<file path="config.mk">
export PLATFORM = sky130hd
export DESIGN_NAME = ham_minmax_engine
export DESIGN_NICKNAME = d
export VERILOG_FILES = /design/src/rtl/ham_minmax_engine.sv
export SDC_FILE = /design/constraint.sdc
export NUM_CORES = 1
export LEC_CHECK = 0
export ABC_AREA = 1
export ABC_CLOCK_PERIOD_IN_PS = 9500
export CORE_AREA = 8 8 300 302
export DETAILED_ROUTE_END_ITERATION = 12
export DIE_AREA = 0 0 308 310
export PLACE_DENSITY = 0.62
export SLEW_MARGIN = 10
export SYNTH_ARGS = -nofsm -noshare
export SYNTH_HDL_FRONTEND = slang
export SYNTH_SLANG_ARGS = --single-unit
</file>
<file path="constraint.sdc">
create_clock -name clk -period 9.5 [get_ports clk]
set_clock_uncertainty 0.1 [all_clocks]
set_input_delay 1.9 -clock clk [delete_from_list [all_inputs] [get_ports clk]]
set_output_delay 1.9 -clock clk [all_outputs]
set_load 0.01 [all_outputs]
</file>
<file path="src/rtl/ham_minmax_engine.sv">
// Min/max pairwise Hamming distance engine: loads NUM_WORDS 16-bit operands from dm,
// compares every pair once, then writes the minimum and maximum distance back to dm.
module ham_minmax_engine #(
   parameter int unsigned NUM_WORDS = 32,
   parameter int unsigned AW        = 8,
   parameter int unsigned BASE_ADDR = 0,
   parameter int unsigned MIN_ADDR  = 64,
   parameter int unsigned MAX_ADDR  = 65
) (
   input  logic          clk,
   input  logic          reset,
   input  logic          req,
   output logic          done,
   output logic [AW-1:0] mem_addr,
   input  logic [7:0]    mem_rd_data,
   output logic          mem_wr_en,
   output logic [7:0]    mem_wr_data,
   output logic [4:0]    min_dist,
   output logic [4:0]    max_dist,
   output logic [4:0]    min_a,
   output logic [4:0]    min_b,
   output logic [4:0]    max_a,
   output logic [4:0]    max_b
);

   localparam int unsigned IW = 5;
   localparam int unsigned DW = 5;
   localparam int unsigned NB = 2 * NUM_WORDS;
   localparam int unsigned BW = $clog2(NB);
   localparam logic [BW-1:0] LAST_BYTE = BW'(NB - 1);
   localparam logic [IW-1:0] LAST_J    = IW'(NUM_WORDS - 2);
   localparam logic [IW-1:0] LAST_K    = IW'(NUM_WORDS - 1);

   typedef enum logic [2:0] {
      S_IDLE, S_LOAD, S_CMP, S_WMIN, S_WMAX, S_DONE
   } state_t;

   state_t        r_state;
   state_t        w_next;
   logic [BW-1:0] r_b;
   logic [IW-1:0] r_j;
   logic [IW-1:0] r_k;
   logic [15:0]   r_words [NUM_WORDS];

   logic [15:0]   w_diff;
   logic [DW-1:0] w_dist;
   logic [DW-1:0] w_min_nxt;
   logic          w_last_byte;
   logic          w_last_pair;
   logic          w_first_pair;
   logic          w_min_upd;
   logic          w_max_upd;
   logic          w_start;

   // Next-state logic plus the combinational distance of the current pair
   always_comb begin
      w_next       = r_state;
      w_last_byte  = (r_b == LAST_BYTE);
      w_last_pair  = (r_j == LAST_J) && (r_k == LAST_K);
      w_first_pair = (r_j == IW'(0)) && (r_k == IW'(1));
      w_diff       = r_words[r_j] ^ r_words[r_k];
      w_dist       = '0;
      for (int i = 0; i < 16; i++) begin
         w_dist = w_dist + DW'(w_diff[i]);
      end
      w_min_upd = (r_state == S_CMP) && (w_first_pair || (w_dist < min_dist));
      w_max_upd = (r_state == S_CMP) && (w_first_pair || (w_dist > max_dist));
      w_min_nxt = w_min_upd ? w_dist : min_dist;

      case (r_state)
         S_IDLE:  if (req) w_next = S_LOAD;
         S_LOAD:  if (w_last_byte) w_next = S_CMP;
         S_CMP:   if (w_last_pair) w_next = S_WMIN;
         S_WMIN:  w_next = S_WMAX;
         S_WMAX:  w_next = S_DONE;
         S_DONE:  if (req) w_next = S_LOAD;
         default: w_next = S_IDLE;
      endcase

      w_start = (w_next == S_LOAD) && (r_state != S_LOAD);
   end

   // State, counters and registered outputs
   always_ff @(posedge clk or negedge reset) begin
      if (!reset) begin
         r_state     <= S_IDLE;
         r_b         <= '0;
         r_j         <= '0;
         r_k         <= '0;
         done        <= 1'b0;
         mem_addr    <= '0;
         mem_wr_en   <= 1'b0;
         mem_wr_data <= '0;
         min_dist    <= '0;
         max_dist    <= '0;
         min_a       <= '0;
         min_b       <= '0;
         max_a       <= '0;
         max_b       <= '0;
      end else begin
         r_state   <= w_next;
         done      <= (w_next == S_DONE);
         mem_wr_en <= (w_next == S_WMIN) || (w_next == S_WMAX);

         // Address leads the byte counter so the combinational read lines up with capture
         case (w_next)
            S_LOAD:  mem_addr <= w_start ? AW'(BASE_ADDR)
                                         : AW'(BASE_ADDR) + AW'(r_b) + AW'(1);
            S_WMIN:  mem_addr <= AW'(MIN_ADDR);
            S_WMAX:  mem_addr <= AW'(MAX_ADDR);
            default: mem_addr <= '0;
         endcase

         case (w_next)
            S_WMIN:  mem_wr_data <= {3'b000, w_min_nxt};
            S_WMAX:  mem_wr_data <= {3'b000, max_dist};
            default: mem_wr_data <= '0;
         endcase

         if (w_start) begin
            r_b <= '0;
         end else if (r_state == S_LOAD) begin
            r_b <= r_b + BW'(1);
         end

         if (r_state == S_LOAD) begin
            r_j <= '0;
            r_k <= IW'(1);
         end else if ((r_state == S_CMP) && !w_last_pair) begin
            if (r_k == LAST_K) begin
               r_j <= r_j + IW'(1);
               r_k <= r_j + IW'(2);
            end else begin
               r_k <= r_k + IW'(1);
            end
         end

         if (w_min_upd) begin
            min_dist <= w_dist;
            min_a    <= r_j;
            min_b    <= r_k;
         end
         if (w_max_upd) begin
            max_dist <= w_dist;
            max_a    <= r_j;
            max_b    <= r_k;
         end
      end
   end

   // Operand cache survives reset; bytes land big-endian within each word
   always_ff @(posedge clk) begin
      if (r_state == S_LOAD) begin
         if (!r_b[0]) begin
            r_words[r_b[BW-1:1]][15:8] <= mem_rd_data;
         end else begin
            r_words[r_b[BW-1:1]][7:0]  <= mem_rd_data;
         end
      end
   end

endmodule

</file>
After elaboration in Yosys (flattened, before gate mapping)
Memory sizes are Yosys's and may differ from the RTL's.
Cells that the tools add are included.

cells by class
  $add $sub $neg = 20
  magnitude comparators = 2
  eq/ne operators = 14
  muxes and demuxes = 22
  bitwise operators = 1
  reductions and logical operators = 17

operator list
  kind                                                                    count
  5-bit by 1-bit adder with 5-bit output                                  11
  5-bit 2-to-1 mux                                                        7
  7-bit case mux with 3 select lines                                      1
  16-bit XOR                                                              1
  3-bit case mux with 5 select lines                                      1
  3-bit equality test (second input constant)                             4
  6-bit 2-to-1 mux                                                        2
  5-bit by 1-bit adder with 5-bit output (second input constant)          2
  5-bit equality test (second input constant)                             2
  5-bit case mux with 2 select lines                                      1
  3-bit by 2-bit equality test with 1-bit output (second input constant)  3
  3-bit 2-to-1 mux                                                        3
  6-bit by 1-bit adder with 7-bit output (second input constant)          1
  7-bit 2-to-1 mux                                                        1
  6-bit by 1-bit adder with 6-bit output (second input constant)          1
  3-bit by 1-bit equality test with 1-bit output (second input constant)  2
  6-bit equality test (second input constant)                             1
  1-bit logical AND                                                       6
  1-bit 2-to-1 mux                                                        6
  2-bit nonzero test                                                      3
  4-bit by 1-bit adder with 5-bit output                                  1
  5-bit by 2-bit adder with 5-bit output (second input constant)          1
  5-bit by 1-bit equality test with 1-bit output (second input constant)  1
  5-bit > comparator                                                      1
  11 further kinds                                                        13

word-level totals
  bits in registers = 67
  RAM bits = 512
  bits of input ports = 11
  output and inout bits = 48
  logic and storage cells = 91
  memories kept = 1

memories
  name     words  bits a word  rd ports  clocked after Yosys merged registers in  write ports  RTL line  text
  r_words  32     16           2         0                                        1            43        logic [15:0] r_words [NUM_WORDS];

Longest topological paths before layout
Gate-level depths: netlist of run 1.
An unclocked memory read counts as a cell.

  depth after elaboration = 22
  depth in mapped cells = 36
  depth with buffers taken out = 34

Least setup slack after synthesis of run 1
No wires, ideal clock.

  path type = register to register
  start = register r_k[0]
  end = register min_a[4]
  setup time = 133 ps
  data arrival time = 5498 ps
  data required time = 9267 ps
  slack = 3769 ps
  cell stages (with the launch flop) = 31
  path buffers = 4
  clock period less this slack = 5731 ps
  cells stage by stage = dfrtp_1 buf_6 buf_4 buf_2 o211ai_1 nand3_1 nand3_1 nand2_1 nand2_1 inv_2 nand2_1 nand2_1 fa_1 fa_1 inv_1 fa_1 inv_1 fa_1 ha_1 fa_1 xor2_1 ha_1 nand2_1 inv_1 o21ai_0 nand3_1 nand2_1 nand2_1 buf_2 nand2_1 o21ai_1

on the way
  cells in the longest elaborated chain, start to end = 20
  elaborated cells between the ends (all ways) = 22
  those cells by class = add/sub: 15; order compare: 1; eq/ne: 1; bitwise: 1; reduce/logical: 3; memory: 1

ends and longest elaborated chain
  item                                                   RTL line  text
  start, declared                                        42        logic [IW-1:0] r_k;
  start signal, assigned                                 132       r_k <= r_j + IW'(2);
  start signal, assigned                                 134       r_k <= r_k + IW'(1);
  memory read 32 x 16 bit (*)                            --
  16-bit XOR (*)                                         61        w_diff = r_words[r_j] ^ r_words[r_k];
  1-bit by 1-bit adder with 2-bit output                 64        w_dist = w_dist + DW'(w_diff[i]);
  2-bit by 1-bit adder with 3-bit output                 64
  3-bit by 1-bit adder with 4-bit output                 64
  4-bit by 1-bit adder with 5-bit output                 64
  5-bit by 1-bit adder with 5-bit output (10 in series)  64
  5-bit by 1-bit adder with 5-bit output (*)             64
  via w_dist[2]                                          46        logic [DW-1:0] w_dist;
  5-bit < comparator (*)                                 66        w_min_upd = (r_state == S_CMP) && (w_first_pair || (w_dist < min_dist));
  1-bit logical OR (*)                                   66
  1-bit logical AND (*)                                  66
  end signal, assigned                                   140       min_a <= r_j;
  end, declared                                          20        output logic [4:0] min_a,

The timed path passes the listed nets; every way through them passes the cells marked *.
A chain may end at the register's enable or synchronous reset.

Worst setup path in the final report of run 1
  start = register r_j[1]
  end = register mem_wr_data[1]

on the way
  cells in the longest elaborated chain, start to end = 22
  elaborated cells between the ends (all ways) = 30
  those cells by class = add/sub: 15; order compare: 1; eq/ne: 3; mux: 4; bitwise: 1; reduce/logical: 5; memory: 1

ends and longest elaborated chain
  item                                                   RTL line  text
  start, declared                                        41        logic [IW-1:0] r_j;
  start signal, assigned                                 131       r_j <= r_j + IW'(1);
  memory read 32 x 16 bit (*)                            --
  16-bit XOR (*)                                         61
  1-bit by 1-bit adder with 2-bit output                 64
  2-bit by 1-bit adder with 3-bit output                 64
  3-bit by 1-bit adder with 4-bit output                 64
  4-bit by 1-bit adder with 5-bit output                 64
  5-bit by 1-bit adder with 5-bit output (10 in series)  64
  5-bit by 1-bit adder with 5-bit output (*)             64
  via w_dist[2]                                          46
  5-bit < comparator (*)                                 66
  1-bit logical OR (*)                                   66
  1-bit logical AND (*)                                  66
  5-bit 2-to-1 mux (*)                                   --
  5-bit case mux with 2 select lines (*)                 114       case (w_next)
  end signal, assigned                                   115       S_WMIN: mem_wr_data <= {3'b000, w_min_nxt};
  end signal, assigned                                   116       S_WMAX: mem_wr_data <= {3'b000, max_dist};
  end, declared                                          17        output logic [7:0] mem_wr_data,

Marks and branches as above.

==> run metrics, run 1 <==
run status finished, final reports clean; I/O pin count 59; Post-synth EDFFs 512; Final Net Count 3518; Initial Util 0.355; Crit Path Class flop to flop; Crit. End Element flop; ANT nets after route 0; Global Route Usage Sum 0.196; area of the multi-input gates 11200 sq um; cells after synthesis 3532; pre-CTS WS 1930 ps; CP max stage delay 790 ps; # fillers 8529; # placed instances 4568; initial antenna violation count 0; leakage power total 13.2 nW; Critical R2R Capture mem_wr_data[1]; most frequent CP cell nand2_1; share of the synthesized area in the top cell type 0.505; CP Launch Type flop; setup bufs post-CTS 0; Wirelength per Cell 20.7 um; ANT cells 0; PortBufs 54; Die W 308 um; Seq/Total Area, Yosys 0.557; DR vias/cell 5.36; Most Used Layer, Global Route met2; Finished Cell Area 33600 sq um; Hold Path End max_a[4]; HP Class flop to flop; met3 global-route usage 0.0384; DRT Wirelength 97000 um; Reg area 17000 sq um; FF-to-FF setup slack 1800 ps; clock-pin slew on the worst setup and hold paths 60 ps; R2R Path Start r_j[1]; met2 Resource Use GR 0.304; CTS tree yes; Ys Warns 0; Seq cells post-synth 575; Max-Cap Viols 0; area of the die 95500 sq um; M1 GR Usage 0.266; RSZ-0062 raised after global routing false; Gates resized, CTS repair 0; Final Cycle Share 0.810; final setup margin 1800 ps; fin cells 4681; post-synth top area cell edfxtp_1; commonest non-fill, non-tap cells in the layout nand2_1 (1047), edfxtp_1 (512), nor2_1 (448), nand3_1 (386), inv_1 (261); share of cells above drive strength 1 0.0496; DR DRC count 0; Worst-Margin Slew 1200 ps; dpl hpwl 58700 um; Slew Viols, Final 0; synth top area cells edfxtp_1 (51%), nand2_1 (13%), nand3_1 (6.3%), nor2_1 (5.5%), dfrtp_1 (5.2%); die height 310 um; H-tree levels 2; Fin. Hold Viols 0; Root Buffer clkbuf_16; worst hold start max_a[4]; total CTS buffers 60; mapped cell area 30400 sq um; core area 85700 sq um; crit-path max FO 64; FP Rows 108; pin count of the biggest net entering global routing 229; Fmax 0.130 GHz; number of flip-flops in the largest register 512; initial drt markers 3103; Detailed Routing Iterations Pass 1 6; WP data required 9940 ps; Syn Area/Cell 8.61 sq um; global placement routability congestion 0.882; dominant synthesized flop cell edfxtp_1; Power Dens Cells 204 nW/um^2; Max clock buf depth 3; crit path time final 7700 ps; DP Area 31700 sq um; maximum vdd drop 0.320 mV; commonest non-fill, non-tap cell in the layout nand2_1; number of global-route vias before repair 23.4k; CP arrival 8140 ps; Slowest-stage cell, CP inv_4; Fin Setup TNS 0 ps; DR vias 25.1k; asr flop ratio synth 0.110; Overflow after GRT 0; first-pass GRT wire length 144000 um; P&R area growth vs syn 10.4%; Slew HR 0.194; Final Setup Violations 0; # hold bufs at CTS 0; hold path depth 2; Worst-Skew Late Latency 650 ps; # clock sinks 575; Unique masters post-synth 37; Register-to-Register Path Depth 30
-- logic make-up (layout without fill, tap and decap cells) --
family | count (synthesis) | after routing | synth area share
xor+xnor | 2 | 2 | 0.000576
other cells | 1 | 4 | 0.000123
compound gates | 492 | 492 | 0.0927
fa+ha+maj | 32 | 32 | 0.0156
simple gates | 1929 | 1929 | 0.259
buf+inv | 501 | 492 | 0.0753
flops | 575 | 575 | 0.557
-- critical path, delay by kind of cell, from the launching register on --
kind	cells	cell delay, ps
DFF	1	730
buffers and inverters	5	1290
xor gates and xnor gates	1	280
adders and majority gates	7	3070
AOI/OAI and AO/OA	3	280
and+or+nand+nor	14	1710
-- worst max path at each step --
stage	start	endpoint	slack [ps]
2_1_floorplan	r_k[0]	min_a[4]	3770
3_3_place_gp	r_j[1]	mem_wr_data[3]	2010
3_5_place_dp	r_j[1]	mem_wr_data[1]	1930
4_1_cts	r_j[1]	mem_wr_data[1]	1920
5_1_grt	r_j[1]	mem_wr_data[1]	1430
6_report	r_j[1]	mem_wr_data[1]	1800
-- final cells by class --
cell class	instances	share of cell area
Timing Repair Buffer	105	0.0299
Clock inverter	34	0.00957
Inverter	274	0.0309
Multi-Input combinational cell	2459	0.333
Clock buffer	79	0.0483
Tap cell	1155	0.0430
Sequential cell	575	0.505
-- routing by layer --
metal / vias to the layer above / wire length [um]
met3: 243 / 9370
met4: 0 / 4390
met5: - / 0
li1: 11700 / -
met2: 1315 / 42700
met1: 11800 / 40600
-- metrics by stage --
stage / hold slack [ps] / utilization / power, mW
after global placement: 368 / 0.369 / 4.54
after CTS: 390 / 0.392 / 6.88
after global routing: 407 / 0.392 / 7.21
final: 384 / 0.392 / 6.86
after floorplan: 361 / - / 4.03
after detailed placement: 374 / 0.369 / 4.53
-- power breakdown --
group	total, mW	leakage [nW]	switching, mW	internal [mW]
Clock	2.36	0.946	1.01	1.36
Sequential	2.97	5.46	0.0725	2.90
Combinational	1.53	6.77	1.00	0.522
-- Yosys cell counts (15+ instances only) --
| cell | count |
|---|---|
| o211ai_1 | 135 |
| clkbuf_1 | 35 |
| nand3_1 | 386 |
| a21oi_1 | 95 |
| ha_1 | 22 |
| edfxtp_1 | 512 |
| nand2_1 | 1047 |
| o21ai_0 | 158 |
| buf_1 | 15 |
| nand4_1 | 19 |
| dfrtp_1 | 63 |
| o21ai_1 | 95 |
| nor2_1 | 449 |
| inv_1 | 262 |
| buf_2 | 133 |
| buf_6 | 20 |
| buf_4 | 24 |
Note: power is estimated with default switching activity, not from simulation.
==> run 2: changes to the inputs <==
ABC_CLOCK_PERIOD_IN_PS = 7700   (was 9500)
clock period = 7.7 ns   (was 9.5 ns; I/O delays follow)
==> run 2 against run 1 <==
  * Register-to-register slack worse by 1200 ps
  * Clock power is 32% higher
  * Largest cell class unchanged
  * Die area stayed put
  * Highest routed layer unchanged
==> run metrics, run 2 (synthesis results as in run 1) <==
CP arrival 7540 ps; DR DRC count 0; Overflow after GRT 0; dpl hpwl 60800 um; core area 85700 sq um; FF-to-FF setup slack 570 ps; PortBufs 54; die height 310 um; final core utilization 0.397; area of the die 95500 sq um; Critical R2R Capture mem_wr_data[1]; number of flip-flops in the largest register 512; WP data required 8110 ps; Detailed Routing Iterations Pass 1 6; FP Rows 108; Register-to-Register Path Depth 32; RSZ-0062 raised after global routing false; R2R Path Start r_k[0]; ANT cells 0; Fin Setup TNS 0 ps; Final Net Count 3545; H-tree levels 3; Worst-Skew Late Latency 620 ps; maximum vdd drop 0.393 mV; most frequent CP cell nand2_1; Slowest-stage cell, CP dfrtp_4; crit path time final 7130 ps; Max-Cap Viols 0; Slew HR 0.219; # clock sinks 575; pre-CTS WS 510 ps; Final Cycle Share 0.926; DR vias 25.4k; Reg area 17000 sq um; commonest non-fill, non-tap cells in the layout nand2_1 (1047), edfxtp_1 (512), nor2_1 (448), nand3_1 (386), inv_1 (261); pin count of the biggest net entering global routing 111; CP Launch Type flop; first-pass GRT wire length 145000 um; Worst-Margin Slew 1170 ps; DR vias/cell 5.40; Crit Path Class flop to flop; initial antenna violation count 0; # fillers 8495; CTS tree yes; CP max stage delay 630 ps; Max clock buf depth 3; Global Route Usage Sum 0.197; Slew Viols, Final 0; total CTS buffers 66; Final Setup Violations 0; crit path capture mem_wr_data[1]; Critical Path Source r_k[0]; setup bufs post-CTS 0; final setup margin 568 ps; initial drt markers 3252; Crit. End Element flop; Power Dens Cells 256 nW/um^2; share of cells above drive strength 1 0.0567; HP Class flop to flop; # hold bufs at CTS 0; commonest non-fill, non-tap cell in the layout nand2_1; ANT nets after route 0; DRT Wirelength 97100 um; global placement routability congestion 0.936; leakage power total 13.4 nW; Fin. Hold Viols 0; Wirelength per Cell 20.7 um; run status finished, final reports clean; Initial Util 0.355; Root Buffer clkbuf_16; number of global-route vias before repair 23.6k; area of the multi-input gates 11200 sq um; I/O pin count 59; total power 8.70 mW; P&R area growth vs syn 11.8%; Die W 308 um; crit-path max FO 55; Fmax 0.140 GHz; clock-pin slew on the worst setup and hold paths 60 ps
-- run 2: changes by cell type in the layout (fill, tap and decap cells not counted), sizes merged --
cell,before,now
buf,60,81
bufinv,6,4
inv,273,274
clkbuf,79,87
clkinv,27,20
-- run 2: layout make-up --
cell class / instances / area share
inverter: 274 / 0.0307
clock inverter: 26 / 0.00714
tap: 1155 / 0.0425
multi-input combinational: 2459 / 0.329
timing repair buffer: 126 / 0.0367
clock buffer: 87 / 0.0546
sequential: 575 / 0.499
-- run 2: worst min-delay path by stage --
stage | to | cells after the start | slack (ps) | start
after floorplan | done | 1 | 360 | r_state[1]
after global placement | max_a[4] | 2 | 370 | max_a[4]
after detailed placement | max_b[2] | 2 | 380 | max_b[2]
after CTS | max_b[2] | 2 | 390 | max_b[2]
after global routing | max_b[2] | 2 | 390 | max_b[2]
final | max_b[2] | 2 | 380 | max_b[2]
-- run 2: per-stage QoR --
step                std cells  hold slack (ps)  area, sq um
floorplan                3535              361        30400
global placement         4589              366        31900
detailed placement       4589              375        31900
CTS                      4702              390        34000
global route             4702              395        34000
finish                   4702              380        34000
-- run 2: report_power, final --
part	leakage, nW	total, mW	switching (mW)	internal (mW)
clock	1.02	3.12	1.29	1.83
sequential	5.46	3.67	0.0914	3.58
combinational	6.89	1.91	1.27	0.642
-- run 2: worst max-delay path, delay by kind of cell (launching register included) --
family	cells	cell delay, ps
XOR/XNOR	1	310
AND/OR/NAND/NOR	14	1510
buffers and inverters	7	1180
AO/OA/AOI/OAI	3	370
adder cells (fa/ha/maj)	7	2860
flip-flops	1	630
-- run 2: what timing repair did --
item,CTS,global route
endpoints found under the setup margin,0,19
resized for setup,0,2
hold endpoints to repair,0,0
-- run 2: metal layers --
metal	track usage	vias up	part of all wire	wire length, um
li1	-	11700	-	-
met1	0.268	12100	0.41	40100
met2	0.315	1355	0.46	44400
met3	0.0309	223	0.095	9230
met4	0.0745	0	0.035	3400
met5	0	-	0	0
